===== config.mk =====
export PLATFORM = sky130hd
export DESIGN_NAME = sumador_completo
export DESIGN_NICKNAME = d
export VERILOG_FILES = /design/src/rtl/sumador_completo_pkg.sv /design/src/rtl/sumador_completo_bit.sv /design/src/rtl/sumador_completo.sv
export SDC_FILE = /design/constraint.sdc
export NUM_CORES = 1
export LEC_CHECK = 0
export ABC_AREA = 1
export CAP_MARGIN = 15
export CORE_AREA = 2 2 39 41
export DETAILED_ROUTE_END_ITERATION = 8
export DIE_AREA = 0 0 41 43
export PLACE_DENSITY = 0.4
export SLEW_MARGIN = 10
export SYNTH_ARGS = -nofsm -noshare
export SYNTH_HDL_FRONTEND = slang
export SYNTH_HIERARCHICAL = 1
export SYNTH_SLANG_ARGS = --single-unit

===== constraint.sdc =====
create_clock -name clk -period 1.5 [get_ports clk]
set_clock_uncertainty 0.05 [all_clocks]
set_input_delay 0.45 -clock clk [delete_from_list [all_inputs] [get_ports clk]]
set_output_delay 0.45 -clock clk [all_outputs]
set_load 0.01 [all_outputs]

===== src/rtl/sumador_completo_pkg.sv =====
`default_nettype none
// ============================================================================
//  Module   : sumador_completo_pkg
//  Brief    : Shared constants and types for the ripple-carry full adder.
//  Revision : 1.0 - initial release
// ============================================================================
package sumador_completo_pkg;

    localparam int c_default_width = 1;
    localparam int c_max_width     = 64;

    // {cout, sum} for the default operand width
    typedef logic [c_default_width:0] result_t;

endpackage
`default_nettype wire


===== src/rtl/sumador_completo_bit.sv =====
`default_nettype none
// ============================================================================
//  Module   : full_adder_bit
//  Brief    : Purely combinational 1-bit full-adder cell.
//  Revision : 1.0 - initial release
// ============================================================================
module full_adder_bit (
    input  logic a,
    input  logic b,
    input  logic cin,
    output logic s,
    output logic cout
);

    assign s    = a ^ b ^ cin;
    assign cout = (a & b) | (a & cin) | (b & cin);

endmodule
`default_nettype wire


===== src/rtl/sumador_completo.sv =====
`default_nettype none
// ============================================================================
//  Module   : sumador_completo
//  Brief    : WIDTH-bit ripple-carry adder with carry-out, signed overflow and
//             an optional output register stage.
//  Revision : 1.0 - initial release
// ============================================================================
module sumador_completo
    import sumador_completo_pkg::*;
#(
    parameter int WIDTH   = c_default_width,
    parameter int REG_OUT = 1
) (
    input  logic             clk,
    input  logic             rst,
    input  logic [WIDTH-1:0] a,
    input  logic [WIDTH-1:0] b,
    input  logic             cin,
    output logic [WIDTH-1:0] sum,
    output logic             cout,
    output logic             ovf
);

    logic [WIDTH:0]   w_carry;
    logic [WIDTH-1:0] w_sum;
    logic             w_ovf;

    assign w_carry[0] = cin;

    generate
        for (genvar gi = 0; gi < WIDTH; gi++) begin : g_bit
            full_adder_bit u_fa (
                .a    (a[gi]),
                .b    (b[gi]),
                .cin  (w_carry[gi]),
                .s    (w_sum[gi]),
                .cout (w_carry[gi+1])
            );
        end
    endgenerate

    // For WIDTH=1 the carry into the MSB is cin itself
    assign w_ovf = w_carry[WIDTH] ^ w_carry[WIDTH-1];

    generate
        if (REG_OUT != 0) begin : g_reg
            logic [WIDTH-1:0] r_sum;
            logic             r_cout;
            logic             r_ovf;

            always_ff @(posedge clk) begin
                if (rst) begin
                    r_sum  <= '0;
                    r_cout <= 1'b0;
                    r_ovf  <= 1'b0;
                end else begin
                    r_sum  <= w_sum;
                    r_cout <= w_carry[WIDTH];
                    r_ovf  <= w_ovf;
                end
            end

            assign sum  = r_sum;
            assign cout = r_cout;
            assign ovf  = r_ovf;
        end else begin : g_comb
            logic w_unused;
            assign w_unused = clk ^ rst;

            assign sum  = w_sum;
            assign cout = w_carry[WIDTH];
            assign ovf  = w_ovf;
        end
    endgenerate

endmodule
`default_nettype wire


-- After elaboration in Yosys (flattened, before gate mapping)
Cells that the tools add are included.
- bits in registers: 3
- logic and storage cells: 11
- bitwise gates (word level): 8
- operators with widths (kind ; count):
    $and 1x1->1 ; 3
    $xor 1x1->1 ; 3
    $or 1x1->1 ; 2

-- Logic depth before layout (Yosys ltp)
- word-level depth: 4
- mapped depth: 4

-- Hierarchy
The synthesis kept the hierarchy.
- by module, submodules not included (module ; instances ; cells each ; area each (um^2)):
    sumador_completo ; 1 ; 12 ; 95.1
    full_adder_bit ; 1 ; 1 ; 20.0

-- Worst setup path after synthesis
OpenSTA, ideal clock, no wires.
- path kind: input to register
- start point: input a
- end point: register g_reg.r_ovf, in the netlist ovf
- arrival: 1.072 ns
- required time: 1.334 ns
- slack: 0.262 ns
- stages: 3
- path through: fa_1 -> o21ai_0 -> nor2_1
- cells in the longest elaborated chain, start to end: 4
- elaborated cells between the ends (all ways): 5
- those cells by class: bitwise: 5
- RTL lines (item ; RTL line ; text):
    start, declared ; sumador_completo.sv:16 ; input logic [WIDTH-1:0] a,
    $and 1x1->1 ; sumador_completo_bit.sv:16 ; assign cout = (a & b) | (a & cin) | (b & cin);
    $or 1x1->1 (*) (2 in series) ; sumador_completo_bit.sv:16 ;
    $xor 1x1->1 (*) ; sumador_completo.sv:43 ; assign w_ovf = w_carry[WIDTH] ^ w_carry[WIDTH-1];
    end signal, assigned ; sumador_completo.sv:59 ; r_ovf <= w_ovf;
    end, declared ; sumador_completo.sv:49 ; logic r_ovf;
Every way passes the cells marked *; elsewhere a longest branch is shown, timed or not.
A chain may end at the register's enable or synchronous reset.

-- Worst setup path in the final report
- start point: input a
- end point: register g_reg.r_ovf, in the netlist ovf
- cells in the longest elaborated chain, start to end: 4
- elaborated cells between the ends (all ways): 5
- those cells by class: bitwise: 5
- RTL lines (item ; RTL line ; text):
    $and 1x1->1 ; sumador_completo_bit.sv:16 ;
    $or 1x1->1 (*) (2 in series) ; sumador_completo_bit.sv:16 ;
    via w_carry[1] ; sumador_completo.sv:24 ; logic [WIDTH:0] w_carry;
    $xor 1x1->1 (*) ; sumador_completo.sv:43 ;
Mark *: on every way through the listed nets, which the timed path passes. The rest lies on a longest branch.

==> run summary <==
The number of antenna violations at the first check in global routing came out at 0. The maximum level of the CTS H-tree is 1. Setup repair after global routing left no endpoint under its margin.

For this run, the share of the core covered by cells in the final layout is 0.170. The number of cells in the design after placement came out at 37. The fraction of layout cells with a size suffix above 1 came out at 0.160. After technology mapping, the gate count stands at 13. The data required time of the critical path came out at 1.57 ns. The finished layout holds 41 standard cells, fillers aside. The clock tree root buffer cell is sky130_fd_sc_hd__clkbuf_4. The floorplan step defined a die boundary enclosing 0.00176 sq mm. The die boundary width came out at 41 microns. The number of hold violations in the final report was 0. After legalization and detailed placement, the total HPWL measured 200 microns. For this run, the top clock speed supported by timing is 0.678 GHz. The critical-path maximum fanout came out at 3. Entering global routing, the biggest net connects 4 pins. By area the synthesized netlist is led by sky130_fd_sc_hd__dfxtp_1, sky130_fd_sc_hd__fa_1, sky130_fd_sc_hd__inv_1, sky130_fd_sc_hd__nor2_1, sky130_fd_sc_hd__o21ai_0. The number of cells traversed by the worst hold path came out at 2.

The signal on the critical path passes through clkdlybuf4s50_1, fa_1, o21ai_1, nor2_1. On the critical path the largest part of the delay comes from adder cells. For the pin with the worst max-slew slack, the measured transition is 0.113 ns. The peak supply drop is 157 uV. On the critical path, the stage with the largest delay is an instance of sky130_fd_sc_hd__fa_1. The die outline height came out at 43 microns. The static leakage came out at 0.121 nW. The CTS buffer count is 3. The number of placement rows is 14. The ratio of total power to cell area came out at 1140 mW/mm^2. The first global-routing pass estimated 400 microns of wire. The post-synthesis average cell area is 8.85 sq um.

The number of violations of the max-capacitance limit is 0. The worst slew slack as a fraction of its limit is 0.924. Global routing finished with a remaining overflow of 0.

Routability-driven placement finished with a final weighted congestion of 0.613. The clock input transition at the sequential cells of the worst setup and hold paths is 0.04 ns. In this run the standard cell core region covers 0.00138 sq mm. The sequential share of the synthesized area came out at 0.522. The fraction of the cycle the final worst path needs came out at 0.983. The number of max-slew violations in the final report was 0.

The count of state elements after synthesis is 3. sky130_fd_sc_hd__dfxtp_1 takes more of the synthesized area than any other cell. The area of placed instances came out at 213 sq um.

Data on the critical path arrives at its endpoint at 1.55 ns. The average wire per standard cell is 6.00 microns. The starting DRC count in detailed routing came out at 4. The via count is 115. The worst hold path begins at rst. Buffers inserted to repair hold after CTS numbered 0. For this run, the total global-route usage over all layers was measured as 0.0472. The number of fill cells in the layout came out at 152.

The initial cell density of the core is 0.0832. The class of the most critical setup path is primary input to flop. The flow ran to the end, and the final reports show no timing, DRC or antenna violations. TritonCTS built the clock tree. The final layout net count came out at 32. The clock sink count is 3. Using the TritonRoute via totals, the vias-per-cell ratio works out to 2.80. The share of synthesized area in the top cell type comes to 0.522.

The netlist area before placement is 115 sq um. The final critical path time including I/O delays and setup came out at 1.47 ns. The post-synthesis net count came out at 19. The number of endpoints failing setup at the final stage came out at 0. The routed design has 246 microns of wire.

The worst setup path is launched from a primary input. The path with the worst hold slack has its endpoint at cout. The design area is 235 sq um. The number of diodes added for antenna fixing is 0. The largest stage delay on the critical path came out at 0.47 ns. In this run the worst hold path is classified as primary input to flop.

The first detailed-routing pass ran for 2 iterations. The unique cell type count in the Yosys netlist came out at 6. The number of global-route vias before repair came out at 99. Hold timing on the final database bottoms out at a slack of 0.745 ns. The DRC violation count after routing is 0.

The synthesis-to-finish area growth came out at 104%. The capturing element type of the critical path is a flop. The number of routed nets with antenna violations is 0.

The count of boundary I/O pins is 8. The count of buffer and inverter cells on the critical path came out at 1. The maximum buffer depth of the clock tree is 2. The yosys synthesis warning count came out at 6. The count of cell instances traversed by the critical path came out at 4. Input and output buffers added on the ports amount to 7.
[routing by layer]
layer | GRT usage | part of all wire | wire length (microns) | vias up
met1 | 0.0354 | 0.39 | 95 | 42
li1 | - | - | - | 59
met5 | 0 | 0 | 0 | -
met3 | 0.0785 | 0.21 | 51 | 4
met2 | 0.0375 | 0.32 | 79 | 10
met4 | 0.0600 | 0.077 | 19 | 0
[layout by cell type (no fill, tap or decap), drive strengths merged]
cell	count
fa	1
dlygate4sd2	3
buf	1
o21ai	1
clkdlybuf4s50	4
nor2	3
dfxtp	3
nand2	1
clkbuf	4
inv	4
[cell type report]
class	count	area, sq um	area share
Multi-Input combinational cell	6	40.0	0.170
Clock buffer	4	26.3	0.112
Timing Repair Buffer	8	73.8	0.314
Tap cell	16	20.0	0.0851
Inverter	4	15.0	0.0638
Sequential cell	3	60.1	0.255
[where the power goes]
group | total [mW] | switching [mW] | internal [mW]
clock network | 0.142 | 0.0418 | 0.0997
registers | 0.0881 | 0.00110 | 0.0870
logic | 0.0394 | 0.0164 | 0.0230
[worst max path at each step]
| stage | from | end | slack (ns) |
|---|---|---|---|
| 6_report | a | ovf | 0.03 |
| 2_1_floorplan | a | ovf | 0.26 |
| 4_1_cts | a | ovf | 0.02 |
| 3_3_place_gp | a | ovf | -0.21 |
| 3_5_place_dp | a | ovf | -0.27 |
| 5_1_grt | a | ovf | 0.01 |
[synth_stat cells (all sizes together)]
cell type,count
inv,4
fa,1
o21ai,1
dfxtp,3
nand2,1
nor2,3
[kinds of logic after synthesis]
family	share of synthesized area
AOI/OAI and AO/OA	0.0434
DFF	0.522
buffers and inverters	0.130
and+or+nand+nor	0.130
adders and majority gates	0.174
[flip-flops by register name, indices dropped and copies added, names as in the netlist]
| name | cells |
|---|---|
| ovf | 1 |
| cout | 1 |
| sum | 1 |
[timing repair]
item	CTS	global route
hold endpoints to repair	0	0
endpoints found under the setup margin	4	0
gates resized for setup	4	0
buffers inserted	0	0
[through the flow]
stage,setup slack [ns],setup TNS (ns),total power [mW]
4_1_cts,0.0210,0,0.278
3_3_place_gp,-0.207,-0.435,0.132
3_5_place_dp,-0.271,-0.536,0.134
5_1_grt,0.00986,0,0.293
2_1_floorplan,0.262,0,0.104
6_report,0.0257,0,0.269
No activity file was read; power rests on OpenSTA's default activity.
